### src/rtl/regfile_writeback_arbiter.sv
`default_nettype none
// ============================================================================
// Module   : regfile_writeback_arbiter
// Purpose  : Merges pipeline WB and buffered long-latency results onto the
//            single register-file write port; exports a pending-register mask.
// Revision : 1.0
// ============================================================================
module regfile_writeback_arbiter #(
    parameter int WIDTH      = 32,
    parameter int ADDR_WIDTH = 5,
    parameter int DEPTH      = 4
) (
    input  logic                          clk,
    input  logic                          rst_n,
    input  logic                          wb_we,
    input  logic [ADDR_WIDTH-1:0]         wb_addr,
    input  logic [WIDTH-1:0]              wb_data,
    input  logic                          lu_valid,
    output logic                          lu_ready,
    input  logic [ADDR_WIDTH-1:0]         lu_addr,
    input  logic [WIDTH-1:0]              lu_data,
    output logic                          reg_write,
    output logic [ADDR_WIDTH-1:0]         write_register,
    output logic [WIDTH-1:0]              write_data,
    output logic [2**ADDR_WIDTH-1:0]      pend_mask,
    output logic [$clog2(DEPTH):0]        fifo_count
);

    localparam int c_PTR_W = $clog2(DEPTH);
    localparam int c_CNT_W = c_PTR_W + 1;
    localparam logic [c_CNT_W-1:0] c_FULL = c_CNT_W'(DEPTH);
    localparam logic [c_PTR_W-1:0] c_PTR_ONE = c_PTR_W'(1);
    localparam logic [c_CNT_W-1:0] c_CNT_ONE = c_CNT_W'(1);

    logic [DEPTH-1:0]      r_valid;
    logic [ADDR_WIDTH-1:0] r_addr [DEPTH];
    logic [WIDTH-1:0]      r_data [DEPTH];
    logic [c_PTR_W-1:0]    r_rd_ptr;
    logic [c_PTR_W-1:0]    r_wr_ptr;
    logic [c_CNT_W-1:0]    r_count;

    logic w_busy;
    logic w_empty;
    logic w_head_valid;
    logic w_xfer;
    logic w_kill_lu;
    logic w_bypass;
    logic w_push;
    logic w_pop;

    assign lu_ready     = rst_n && (r_count < c_FULL);
    assign fifo_count   = r_count;

    assign w_busy       = wb_we && (wb_addr != '0);
    assign w_empty      = (r_count == '0);
    assign w_head_valid = !w_empty && r_valid[r_rd_ptr];
    assign w_xfer       = lu_valid && lu_ready;
    // Long-latency results are always program-older than a concurrent WB write.
    assign w_kill_lu    = w_busy && (lu_addr == wb_addr);
    assign w_bypass     = !w_busy && w_empty && w_xfer && (lu_addr != '0) && !w_kill_lu;
    assign w_push       = w_xfer && (lu_addr != '0) && !w_kill_lu && !w_bypass;
    // A killed head leaves regardless of slot state; a live head needs a free slot.
    assign w_pop        = !w_empty && (!r_valid[r_rd_ptr] || !w_busy);

    always_comb begin
        reg_write      = 1'b0;
        write_register = '0;
        write_data     = '0;
        if (rst_n) begin
            if (w_busy) begin
                reg_write      = 1'b1;
                write_register = wb_addr;
                write_data     = wb_data;
            end else if (w_head_valid) begin
                reg_write      = 1'b1;
                write_register = r_addr[r_rd_ptr];
                write_data     = r_data[r_rd_ptr];
            end else if (w_bypass) begin
                reg_write      = 1'b1;
                write_register = lu_addr;
                write_data     = lu_data;
            end
        end
    end

    always_ff @(posedge clk or negedge rst_n) begin
        if (!rst_n) begin
            r_valid  <= '0;
            r_rd_ptr <= '0;
            r_wr_ptr <= '0;
            r_count  <= '0;
        end else begin
            for (int i = 0; i < DEPTH; i++) begin
                if (w_busy && r_valid[i] && (r_addr[i] == wb_addr)) begin
                    r_valid[i] <= 1'b0;
                end
            end
            if (w_pop) begin
                r_valid[r_rd_ptr] <= 1'b0;
                r_rd_ptr          <= r_rd_ptr + c_PTR_ONE;
            end
            if (w_push) begin
                r_valid[r_wr_ptr] <= 1'b1;
                r_wr_ptr          <= r_wr_ptr + c_PTR_ONE;
            end
            case ({w_push, w_pop})
                2'b10:   r_count <= r_count + c_CNT_ONE;
                2'b01:   r_count <= r_count - c_CNT_ONE;
                default: r_count <= r_count;
            endcase
        end
    end

    // Payload storage is qualified by r_valid, so it needs no reset.
    always_ff @(posedge clk) begin
        if (w_push) begin
            r_addr[r_wr_ptr] <= lu_addr;
            r_data[r_wr_ptr] <= lu_data;
        end
    end

    always_comb begin
        pend_mask = '0;
        for (int i = 0; i < DEPTH; i++) begin
            if (r_valid[i]) begin
                pend_mask[r_addr[i]] = 1'b1;
            end
        end
    end

endmodule
`default_nettype wire

### config.mk
export PLATFORM = sky130hd
export DESIGN_NAME = regfile_writeback_arbiter
export DESIGN_NICKNAME = d
export VERILOG_FILES = /design/src/rtl/regfile_writeback_arbiter.sv
export SDC_FILE = /design/constraint.sdc
export NUM_CORES = 1
export LEC_CHECK = 0
export CAP_MARGIN = 20
export CORE_ASPECT_RATIO = 0.7
export CORE_MARGIN = 4
export CORE_UTILIZATION = 45
export CTS_CLUSTER_DIAMETER = 120
export DETAILED_ROUTE_END_ITERATION = 8
export PLACE_DENSITY = 0.7
export RECOVER_POWER = 50
export SLEW_MARGIN = 15
export SYNTH_ARGS = -nofsm -noshare
export SYNTH_HDL_FRONTEND = slang
export SYNTH_SLANG_ARGS = --single-unit
### constraint.sdc
create_clock -name clk -period 2.8 [get_ports clk]
set_clock_uncertainty 0.1 [all_clocks]
set_input_delay 0.28 -clock clk [delete_from_list [all_inputs] [get_ports clk]]
set_output_delay 0.28 -clock clk [all_outputs]
set_load 0.05 [all_outputs]
# ---- Word-level counts from Yosys, hierarchy flattened
# Memories as Yosys holds them, arrays and structs flattened.
# Index checks and enable logic that the tools add are counted.
# Widths: inputs -> output; s select.
dict set report totals {
  input_bits 78
  register_bits 11
  mem_bits_ro 0
  latch_bits 0
  elab_cells 112
  memories 2
  mem_bits_rw 148
}
# memory depth width rd rd_clocked_by_memory_dff write_ports line_no
set mem_list {}
lappend mem_list {r_data 4 32 1 0 1 37} ;# logic [WIDTH-1:0] r_data [DEPTH];
lappend mem_list {r_addr 4 5 5 0 1 36} ;# logic [ADDR_WIDTH-1:0] r_addr [DEPTH];
dict set report classes {
  reduce_logical 37
  order_cmp 13
  div 0
  shifts 0
  n_mul 0
  muxes 39
  n_eq_ne 7
  add_sub_neg 4
  bitwise_logic 6
}
# op count
set ops {}
lappend ops {{$mux 32} 8}
lappend ops {{$or 32x32->32} 3}
lappend ops {{$logic_and 1x1->1} 27}
lappend ops {{$eq 5x5->1} 5}
lappend ops {{$lt 5x6->1 const B} 4}
lappend ops {{$demux 1 s5} 4}
lappend ops {{$ge 5x1->1 const B} 4}
lappend ops {{$mux 5} 4}
lappend ops {{$mux 1} 17}
lappend ops {{$reduce_bool 5->1} 2}
lappend ops {{$mux 4} 2}
lappend ops {{$lt 2x3->1 const B} 2}
lappend ops {{$pmux 3 s2} 1}
lappend ops {{$logic_not 1->1} 5}
lappend ops {{$add 2x1->2 const B} 2}
lappend ops {{$and 4x4->4} 1}
lappend ops {{$demux 1 s2} 2}
lappend ops {{$ge 2x1->1 const B} 2}
lappend ops {{$not 4->4} 1}
lappend ops {{$or 4x4->4} 1}
lappend ops {{$add 3x1->3 const B} 1}
lappend ops {{$logic_not 3->1} 1}
lappend ops {{$lt 3x3->1 const B} 1}
lappend ops {{$sub 3x1->3 const B} 1}
lappend ops {{5 further kinds} 5}

# ---- Longest topological paths before layout
# Gate-level depths: netlist of the first run.
dict set report depth {
  depth_word 11
  ltp_mapped 12
}

# ---- Worst setup path before layout of the first run
# No wires, ideal clock.
dict set report synth_path {
  path_type {register -> output}
  from {reg r_count[0], in the netlist fifo_count[0]}
  to {out write_data[10]}
  path_stages_with_launch 7
  arrival_ps 2588
  path_slack_ps -168
  cell_sequence {dfrtp_1 -> nor3_1 -> and2_1 -> clkbuf_1 -> clkbuf_1 -> a22oi_1 -> a21oi_1}
}
dict set report synth_via {
  elab_chain_cells 10
  word_cells_on_any_way 14
  cone_classes {order compare (1); mux (4); reduce/logical (9)}
}
# item line_no
set synth_lines {}
lappend synth_lines {{start, declared} 40} ;# logic [c_CNT_W-1:0] r_count;
lappend synth_lines {{start signal, assigned} 107} ;# 2'b10: r_count <= r_count + c_CNT_ONE;
lappend synth_lines {{start signal, assigned} 108} ;# 2'b01: r_count <= r_count - c_CNT_ONE;
lappend synth_lines {{start signal, assigned} 109} ;# default: r_count <= r_count;
lappend synth_lines {{$lt 3x3->1} 51} ;# assign lu_ready = rst_n && (r_count < c_FULL);
lappend synth_lines {{$logic_and 1x1->1} 51}
lappend synth_lines {{$logic_and 1x1->1} 57} ;# assign w_xfer = lu_valid && lu_ready;
lappend synth_lines {{$logic_and 1x1->1 (3 in a row)} 60} ;# assign w_bypass = !w_busy && w_empty && w_xfer && (lu_addr != '0) && !w_kill_lu;
lappend synth_lines {{$mux 32} 78} ;# end else if (w_bypass) begin
lappend synth_lines {{$mux 32 *} 74} ;# end else if (w_head_valid) begin
lappend synth_lines {{$mux 32 *} 70} ;# if (w_busy) begin
lappend synth_lines {{$mux 32 *} 69} ;# if (rst_n) begin
lappend synth_lines {{end, declared} 24} ;# output logic [WIDTH-1:0] write_data,
# Mark *: on every way between the ends. The rest lies on a longest branch, timed or not.

# ---- Worst setup path in the final report of the first run
dict set report layout_path {
  from {in wb_addr[0]}
  to {out write_register[4]}
}
dict set report layout_via {
  elab_chain_cells 11
  word_cells_on_any_way 14
  cone_classes {eq/ne (1); mux (4); reduce/logical (9)}
}
# item line_no
set layout_lines {}
lappend layout_lines {{start, declared} 16} ;# input logic [ADDR_WIDTH-1:0] wb_addr,
lappend layout_lines {{$reduce_bool 5->1} 54} ;# assign w_busy = wb_we && (wb_addr != '0);
lappend layout_lines {{$logic_and 1x1->1} 54}
lappend layout_lines {{$logic_not 1->1} 60}
lappend layout_lines {{$logic_and 1x1->1 (4 in a row)} 60}
lappend layout_lines {{$mux 5} 78}
lappend layout_lines {{$mux 5} 74}
lappend layout_lines {{$mux 5 *} 70}
lappend layout_lines {{$mux 5 *} 69}
lappend layout_lines {{end, declared} 23} ;# output logic [ADDR_WIDTH-1:0] write_register,
# Marks and branches as above.

==> results.md, run 1 <==
* Status: completed
* CP startpoint kind: primary input
* Largest area contributor in the netlist: edfxtp_1
* Clock sinks at roughly 160
* Layout cells sized above 1 at 0.332
* Starting Density at 0.465
* WL final at 25,300 um
* Flops & latches, synth at approximately 160
* Pre-CTS WS at -0.218 ns
* Max Clk Rate at ~370 MHz
* Mapped Cells at between 500 and 600
* Hold Crit Class: primary input to asynchronous set/reset pin
* Asr flop ratio synth at 0.0692
* CP required at 2.42 ns
* Die footprint at 20,300 um2
* Post-Synth Simple-Gate Area at 0.0778
* Via Count at 6,340
* DIE HEIGHT at 120 um
* Htree depth at 4
* Synth Area in Compound Gates at 0.152
* Syn Area/Cell at approximately 14 um2
* Total design power at approximately 0.0089 W
* Area contributors post-synth: edfxtp_1, mux4_2, a22oi_1
* Drt wl/cell at 24.8 um
* Routed Antenna Nets at 0
* Prevailing post-synth register cell: edfxtp_1
* Maximum Capacitance Violations at 0
* XOR/XNOR Fraction of Synth Area at 0.0324
* GRT Util Overall at 0.248
* Syn Nets at 674
* Pwr dens at 774 nW/um2
* Die X at 168 um
* Rows at 40
* RSZ-0062 raised after global routing: true
* NumNets Final at 861
* Post-synthesis mux area share at 0.108
* DRC viols at 0
* Clock buffer depth at 2
* First-pass GRT wire length at 38,300 um
* Data arrival, critical path at 2.35 ns
* RD Place Congestion at around 0.94
* VDD IR-drop max at 0.662 mV
* Global route total overflow at 0
* Synth top area share at 0.548
* Post-synth top cells: edfxtp_1, a22oi_1, o21ai_0, mux4_2, clkbuf_1
* Cell variety after synth at 42
* TritonCTS buffer count at 17
* Root Buffer: clkbuf_16
* Pleak at 3.91 nW
* Crit Path Category: primary input to output port
* CP Capture Type: output port
* Vias per Instance at 6.23
* Router iterations before antenna repair at 5
* Setup violators final at 0
* Fin Hold WS at 0.394 ns
* Largest family of logic cells by synthesized area: compound AO/OA/AOI/OAI gates
* TritonCTS clock tree: built
* Final period util at 0.976
* Slew @ Worst Pin at about 0.87 ns
* Vias in the first global route at 6,423
* Min Tclk post-route at about 2.7 ns
* Setup ws final at 0.0678 ns
* Initial antenna violation count at 3
* Crit Path Max Fanout at 11
* # fillers at 1,227
* Top-count cell post-synth: edfxtp_1
* Worst-path clk slew at 0.07 ns
* Yosys warns at 0
* Port Buffers at ~150
* Relative slew slack at 0.420
* Post-Synth Adder-Cell Area at 0.0164
* Mapped Area at 8100 um2
* Io pins at 152
* Largest net degree at the start of global routing at about 50
* Max Transition Viols Final at 0
* Core area at 17,400 um2
* Iteration-0 DRC Markers at 674
* Layout area overhead at 41.3%
* Hpwl dp at about 18,000 um
* Clock Latency Late Sink at 0.43 ns
* EDFF count, synth at 148
* Final hold violations at 0
* Sequential-to-total area share from yosys stat at 0.582
[routing by layer]
layer / vias up / GRT usage / wire length (um)
li1: 2752 / - / -
met1: 3213 / 0.364 / 11000
met2: 339 / 0.358 / 11300
met3: 32 / 0.0935 / 2770
met4: 4 / 0.0482 / 233
met5: - / 0 / 23
[flip-flops by register name (all words and copies together), names as in the netlist]
signal	count
fifo_count	3
r_addr	20
r_data	128
r_rd_ptr	2
r_valid	4
r_wr_ptr	2
[worst paths after layout]
kind,startpoint,to,slack (ns),cells past startpoint
worst max-delay path,wb_addr[0],write_register[4],0.07,7
worst min-delay path,rst_n,fifo_count[0]$_DFFE_PN0P_,0.39,3
worst max register to register,r_rd_ptr[1]$_DFFE_PN0N_,fifo_count[1]$_DFFE_PN0P_,0.24,7
worst min register to register,fifo_count[2]$_DFFE_PN0P_,fifo_count[2]$_DFFE_PN0P_,0.45,1
max in group asynchronous,rst_n,r_valid[0]$_DFF_PN0_,1.78,3
min in group clk,fifo_count[2]$_DFFE_PN0P_,fifo_count[2]$_DFFE_PN0P_,0.45,1
[cell families after synthesis]
group / count (synthesis)
compound gates: 180
xor+xnor: 30
fa+ha+maj: 10
buf+inv: 59
flops: 159
mux: 40
simple gates: 108
[per-stage QoR]
stage                     std cells  utilization  instance area [um2]  setup TNS [ns]
after floorplan                 586            -                 8220               0
after global placement          978        0.615                10700          -0.285
after detailed placement        978        0.615                10700          -0.390
after CTS                      1012        0.653                11400        -0.00852
after global routing           1018        0.658                11500         -0.0886
final                          1018        0.658                11500               0
[cell type report]
class                   instances  area, um2  area share
flip-flops and latches        159       4730       0.413
multi-input cells             368       3320       0.290
repair buffers                222       2480       0.217
clock buffers                  17        425      0.0371
well taps                     231        289      0.0252
clock inverters                15        186      0.0163
inverters                       5       18.8     0.00164
diodes                          1       2.50    0.000219
[power by group]
part	internal [W]	switching [W]	total (W)
logic	0.00160	0.00193	0.00353
clock network	0.00129	0.00105	0.00234
registers	0.00285	0.000151	0.00300
total	0.00573	0.00313	0.00886
[worst max-delay path: stages]
cell and delay (ns):
clkdlybuf4s50_1 0.44, or4_4 0.59, o21a_1 0.25, buf_4 0.21
a221oi_1 0.29, nor3b_2 0.11, buf_12 0.16
[cells in the final DEF, fill, tap and decap left out, types with 19 or more instances in the layout]
cell type and count:
edfxtp_1 148, clkbuf_16 19, a22oi_1 41, clkdlybuf4s50_1 40
buf_12 48, nand2_1 20, o21ai_0 41, mux4_2 38
buf_4 72, a21oi_2 31, dlygate4sd3_1 40
[timing repair]
item	CTS	global route
gates cloned	0	2
setup buffers	1	4
pin swaps	0	1
hold buffers	1	0
endpoints found under the hold margin	11	0
resized for setup	10	18
setup endpoints to repair	16	37
Note: power is estimated with default switching activity, not from simulation.
==> inputs of run 2 (changes only) <==
--- a/config.mk
+++ b/config.mk
@@ -10,6 +10,7 @@
 export CORE_MARGIN = 4
 export CORE_UTILIZATION = 45
 export CTS_CLUSTER_DIAMETER = 120
+export CTS_CLUSTER_SIZE = 14
 export DETAILED_ROUTE_END_ITERATION = 8
 export PLACE_DENSITY = 0.7
 export RECOVER_POWER = 50
==> results of run 2 <==
The final DEF is identical to that of run 1; final timing and power are the same.
==> inputs of run 3 (changes only) <==
--- a/config.mk
+++ b/config.mk
@@ -13,8 +13,10 @@
 export CTS_CLUSTER_SIZE = 14
 export DETAILED_ROUTE_END_ITERATION = 8
 export PLACE_DENSITY = 0.7
-export RECOVER_POWER = 50
+export RECOVER_POWER = 25
+export SKIP_CTS_REPAIR_TIMING = 1
 export SLEW_MARGIN = 15
 export SYNTH_ARGS = -nofsm -noshare
 export SYNTH_HDL_FRONTEND = slang
 export SYNTH_SLANG_ARGS = --single-unit
+export TNS_END_PERCENT = 30
==> results.md, run 3 (synthesis results as in run 1) <==
* Layout area overhead at 41.6% (was 41.3%)
* Global route total overflow at 0 (unchanged)
* Io pins at 152 (unchanged)
* DRC viols at 0 (unchanged)
* Vias in the first global route at 6,340 (was 6,423)
* Initial antenna violation count at 2 (was 3)
* Port Buffers at 151 (unchanged)
* Relative slew slack at 0.445 (was 0.420)
* Max Clk Rate at 357 MHz (was 366 MHz)
* Slew @ Worst Pin at 0.830 ns (was 0.866 ns)
* Maximum Capacitance Violations at 0 (unchanged)
* Final period util at 1.00 (was 0.976)
* TritonCTS buffer count at 17 (unchanged)
* # fillers at 1,261 (was 1,227)
* Max Transition Viols Final at 0 (unchanged)
* RD Place Congestion at 0.942 (was 0.943)
* Data arrival, critical path at 2.42 ns (was 2.35 ns)
* Setup violators final at 1 (was 0)
* Largest regs: r_data (128), r_addr (20), r_valid (4) (unchanged)
* Layout cells sized above 1 at 0.339 (was 0.332)
* Via Count at 6,453 (was 6,340)
* Crit Path Max Fanout at 8 (was 11)
* Max FFs per register at 128 (unchanged)
* Worst-path clk slew at 0.07 ns (about the same)
* Placed cell count at 978 (unchanged)
* WL final at 25,500 um (was 25,300 um)
* TritonCTS clock tree: built (unchanged)
* Core area at 17,400 um2 (unchanged)
* Router iterations before antenna repair at 8 (was 5)
* Largest net degree at the start of global routing at 51 (unchanged)
* Multi-input gate area at 3300 um2 (was 3320 um2)
* Pleak at 3.92 nW (was 3.91 nW)
* Htree depth at 4 (unchanged)
* Drt wl/cell at 25.0 um (was 24.8 um)
* DIE HEIGHT at 120 um (unchanged)
* Root Buffer: clkbuf_16 (unchanged)
* Clock sinks at 159 (unchanged)
* Vias per Instance at 6.33 (was 6.23)
* Routed Antenna Nets at 0 (unchanged)
* Clock Latency Late Sink at 0.42 ns (was 0.43 ns)
* Status: finished with violations (was completed)
* Min Tclk post-route at 2.80 ns (was 2.73 ns)
* Final hold violations at 0 (unchanged)
* Hold Crit Class: primary input to flip-flop (was primary input to asynchronous set/reset pin)
* Final non-filler cell total at 1,019 (was 1,018)
* VDD IR-drop max at 0.516 mV (was 0.662 mV)
* Die footprint at 20,300 um2 (unchanged)
* FF+latch area at 4720 um2 (was 4730 um2)
* Hpwl dp at 18,100 um (was 17,700 um)
* Starting Density at 0.465 (unchanged)
* Failing checks: negative setup slack
* Setup ws final at -0.00423 ns (was 0.0678 ns)
* Iteration-0 DRC Markers at 735 (was 674)
* CP required at 2.42 ns (about the same)
* Total design power at 0.00884 W (was 0.00886 W)
* Most frequent cells in the layout: edfxtp_1, buf_4, clkdlybuf4s50_1 (was edfxtp_1, buf_4, buf_12)
* Hold Path Depth at 1
* Leading cell type in the layout, fill and taps excluded: edfxtp_1 (unchanged)
* GRT Util Overall at 0.245 (was 0.248)
* Worst R2R Path Depth at 11 (was 7)
* NumNets Final at 862 (was 861)
* RSZ-0062 raised after global routing: true (unchanged)
* Pwr dens at 770 nW/um2 (was 774 nW/um2)
* Top reg by flops: r_data (unchanged)
* Rows at 40 (unchanged)
* Die X at 168 um (unchanged)
* CP Capture Type: output port (unchanged)
* First-pass GRT wire length at 37,900 um (was 38,300 um)
* Clock buffer depth at 2 (unchanged)
* CP startpoint kind: flip-flop (was primary input)
* Crit Path Category: flip-flop to output port (was primary input to output port)
[run 3: cell types whose count changed in the layout (fill, tap and decap cells not counted), moves of 3 or more]
cell             delta
and2_2              +4
clkbuf_2            -3
a221oi_2            -3
buf_4              +14
a221oi_1            +3
a22oi_1             +5
clkbuf_1           -10
a22oi_2             -5
dlygate4sd3_1      -15
clkdlybuf4s50_1    +17
[run 3: area by class of cell]
class                           count  area share
Antenna cell                        1    0.000218
Clock buffer                       17      0.0371
Clock inverter                     15      0.0165
Inverter                            5     0.00164
Multi-Input combinational cell    368       0.287
Sequential cell                   159       0.412
Tap cell                          231      0.0252
Timing Repair Buffer              223       0.220
[run 3: power by group]
group	switching [W]	internal, W	total, W
Sequential	0.000139	0.00285	0.00298
Clock	0.00104	0.00129	0.00233
Combinational	0.00191	0.00161	0.00352
Total	0.00309	0.00575	0.00884
[run 3: critical path, stage by stage, from the launching register on]
cell	delay [ns]
edfxtp_1	0.51
or3b_2	0.68
o21ai_0	0.43
a221o_1	0.19
buf_4	0.20
[run 3: path summary, 6_finish.rpt]
path	from	end	slack (ns)
setup / recovery	r_addr[3][1]$_DFFE_PP_	pend_mask[16]	-0.004
hold / removal	lu_data[22]	r_data[0][22]$_DFFE_PP_	0.46
setup reg to reg	fifo_count[2]$_DFFE_PN0P_	fifo_count[2]$_DFFE_PN0P_	0.31
hold reg to reg	r_wr_ptr[1]$_DFFE_PN0P_	r_wr_ptr[1]$_DFFE_PN0P_	0.49
max in group asynchronous	rst_n	r_rd_ptr[0]$_DFFE_PN0N_	1.44
min in group asynchronous	rst_n	r_wr_ptr[0]$_DFFE_PN0P_	0.76
[run 3: metal layers]
layer / vias up / GRT usage / part of all wire
met4: 8 / 0.0547 / 0.012
met5: - / 0.0256 / 0.0036
met3: 43 / 0.0775 / 0.096
met1: 3260 / 0.363 / 0.44
li1: 2766 / - / -
met2: 376 / 0.355 / 0.45
[run 3: per-stage QoR]
step,setup WS (ns),hold WS (ns),utilization,area (um2),setup TNS (ns)
2_1_floorplan,-0.123,-0.116,-,8210,-0.156
3_3_place_gp,-0.170,0.283,0.614,10700,-0.283
3_5_place_dp,-0.195,0.295,0.614,10700,-0.362
4_1_cts,-0.298,-0.155,0.650,11300,-5.25
5_1_grt,-0.0341,0.463,0.659,11500,-0.0750
6_report,-0.00423,0.455,0.659,11500,-0.00423
==> RTL change, RTL diff (settings of run 2) <==
Set the parameter `ADDR_WIDTH` to 7 (it was 5).
--- a/src/rtl/regfile_writeback_arbiter.sv
+++ b/src/rtl/regfile_writeback_arbiter.sv
@@ -7,7 +7,7 @@
 // ============================================================================
 module regfile_writeback_arbiter #(
     parameter int WIDTH      = 32,
-    parameter int ADDR_WIDTH = 5,
+    parameter int ADDR_WIDTH = 7,
     parameter int DEPTH      = 4
 ) (
     input  logic                          clk,
Ports: changed (resized lu_addr, pend_mask, wb_addr and write_register); port bits go from 152 to 254. No check against the original RTL was run, so the function may have changed too.
==> RTL change against run 2 <==
The run now ends with setup timing left; total power increased by 14%; die area increased by 36%; worst hold slack got worse by 0.035 ns; final cell count increased by 80%; routed wire length increased by 120%; sequential share of layout area decreased by 14 points; worst setup slack got worse by 0.23 ns; critical path depth increased by 7; sequential cell count increased by 8; final area increased by 58%; clock power about the same; area after synthesis increased by 38%; largest power group unchanged; highest routed layer unchanged.
==> RTL change: results (changes against run 2) <==
| Metric | Value |
|---|---|
| Setup slack of the critical path after layout | `-0.160 ns (-0.228 ns)` |
| CTS clock-pin slew for the worst setup and hold paths | `0.06 ns` |
| Seq pwr share | `31.6% (-2.2 points)` |
| Final RePlAce weighted congestion | `1.07 (+14%)` |
| Path class of the lowest-slack min-delay path | `input port to flip-flop` |
| Number of synthesized flops with an enable pin | `156 (+5.4%)` |
| Initial detailed-routing violation count | `2211 (+230%)` |
| FILL cells | `1615 (+32%)` |
| # setup viols final | `188 (+188)` |
| Antenna violations before repair | `4 (+1)` |
| Number of nets in the synthesized netlist | `1194 (+77%)` |
| Logic power comb | `4.58 mW (+30%)` |
| Seq/Total Area, Yosys | `44.3% (-14 points)` |
| Largest fanout on the critical path | `8 (-3)` |
| Number of buffer cells added on primary ports | `253 (+68%)` |
| Maximum number of pins on one net before global-route repair | `52 (+2.0%)` |
| Detailed-router iteration count before antenna repair | `7 (+2)` |
| Placement Cell Area | `16800 um2 (+57%)` |
| Most numerous cell types in the synthesized netlist | `sky130_fd_sc_hd__edfxtp_1, sky130_fd_sc_hd__a21oi_1, sky130_fd_sc_hd__clkbuf_1` |
| Leading cell types by total area after synthesis | `sky130_fd_sc_hd__edfxtp_1, sky130_fd_sc_hd__mux4_2, sky130_fd_sc_hd__o221ai_1` |
| Biggest registers after layout | `r_data (128), r_addr (28), r_valid (4)` |
| Startpoint of the lowest-slack register-to-register path | `r_valid[3]$_DFF_PN0_` |
| Mux share of post-synthesis cell area | `8.23% (-2.6 points)` |
| Outcome | `finished, violations left` |
| Vias in the first global route | `11900 (+86%)` |
| Multi-input logic area | `6200 um2 (+86%)` |
| Post-detailed-route wirelength per cell | `30.9 um (+24%)` |
| Share of layout cells above drive strength 1 | `36.8% (+3.6 points)` |
| Worst-case hold slack | `0.359 ns (-0.0352 ns)` |
| Total via count in the routed design | `12800 (+100%)` |
| Minimum setup slack after placement | `-0.443 ns (-0.225 ns)` |
| Synthesized area per cell | `10.2 um2 (-26%)` |
| Wire length of the first global-routing pass | `78100 um (+100%)` |
| Post-detailed-routing wire length | `56700 um (+120%)` |
| Total global routing track utilization | `37.7% (+13 points)` |
| Synth Area in Compound Gates | `24.3% (+9.1 points)` |
| Maximum vdd ir drop | `580 uV (-12%)` |
| Cell variety after synth | `54 (+29%)` |
| Leakage | `6.26 nW (+60%)` |
| Total negative slack for setup checks | `-7.57 ns (-7.57 ns)` |
| Async S/R FF share, synth | `6.59% (-0.33 points)` |
| Register-to-register setup slack | `0.15 ns (-0.09 ns)` |
| Failing checks | `setup timing` |
| Net count of the finished layout | `1586 (+84%)` |
| XOR/XNOR share of the synthesized area | `3.13% (-0.12 points)` |
| Synthesized-area fraction occupied by adder cells | `1.18% (-0.45 points)` |
| Placed Instances | `1747 (+79%)` |
| Switching power share of the total | `37.7% (+2.4 points)` |
| Switching pwr | `3.82 mW (+22%)` |
| Data arrival at the endpoint of the critical path | `3.17 ns (+0.82 ns)` |
| Worst setup path startpoint | `lu_addr[3]` |
| Detailed Place HPWL | `38500 um (+120%)` |
[RTL change: changes by cell type after synthesis, moves of 16 or more]
| cell | delta |
|---|---|
| sky130_fd_sc_hd__a21oi_1 | +63 |
| sky130_fd_sc_hd__a22oi_1 | +16 |
| sky130_fd_sc_hd__clkbuf_1 | +51 |
| sky130_fd_sc_hd__nor2b_1 | +22 |
| sky130_fd_sc_hd__nor3_1 | +25 |
| sky130_fd_sc_hd__o221ai_1 | +43 |
| sky130_fd_sc_hd__o21ai_0 | +44 |
| sky130_fd_sc_hd__nand2b_1 | +67 |
| sky130_fd_sc_hd__nand2_1 | +58 |
| sky130_fd_sc_hd__nand3_1 | +26 |
| sky130_fd_sc_hd__nor2_1 | +54 |
[RTL change: layer usage]
metal,global-route usage [%],wire [um],vias to the layer above
li1,-,-,5147
met1,53.3,21600,6276
met2,55.0,24500,1169
met3,14.7,8850,185
met4,9.26,1750,2
met5,0,11,-
[RTL change: worst paths after layout]
path                                              to  cells past startpoint
max reg2reg                fifo_count[2]$_DFFE_PN0P_                      8
min in group asynchronous  fifo_count[0]$_DFFE_PN0P_                      3
min reg2reg                  r_wr_ptr[1]$_DFFE_PN0P_                      1
max in group asynchronous    r_rd_ptr[0]$_DFFE_PN0N_                      3
max                        fifo_count[2]$_DFFE_PN0P_                     14
min                           r_addr[0][4]$_DFFE_PP_                      2
[RTL change: kinds of logic after synthesis]
family / count (synthesis)
flops: 167
mux: 42
simple gates: 339
fa+ha+maj: 10
buf+inv: 109
xor+xnor: 40
compound gates: 395
[RTL change: area by class of cell]
cell class              count  area share (%)
flip-flops and latches    167            27.4
multi-input cells         826            34.2
clock inverters            15           0.857
diodes                      3          0.0415
clock buffers              17            2.35
inverters                  11           0.228
repair buffers            471            32.6
well taps                 325            2.25
[RTL change: timing repair]
item / 4_1_cts / 5_1_grt
resized for setup: 39 / 47
pin swaps: 5 / 3
setup buffers: 9 / 33
hold buffers: 1 / 0
endpoints found under the setup margin: 136 / 241
endpoints found under the hold margin: 11 / 0
cloned: 3 / 7
[RTL change: worst max-delay path, cell delays in order]
cell	delay, ns
sky130_fd_sc_hd__dlygate4sd3_1	0.62
sky130_fd_sc_hd__or3_1	0.35
sky130_fd_sc_hd__o211ai_1	0.23
sky130_fd_sc_hd__buf_4	0.17
sky130_fd_sc_hd__nor2b_4	0.04
sky130_fd_sc_hd__buf_12	0.15
sky130_fd_sc_hd__a211oi_2	0.32
sky130_fd_sc_hd__inv_2	0.09
sky130_fd_sc_hd__ha_4	0.18
sky130_fd_sc_hd__inv_2	0.06
sky130_fd_sc_hd__fa_2	0.21
sky130_fd_sc_hd__xor2_1	0.22
sky130_fd_sc_hd__nor2_1	0.09
sky130_fd_sc_hd__xor2_1	0.15
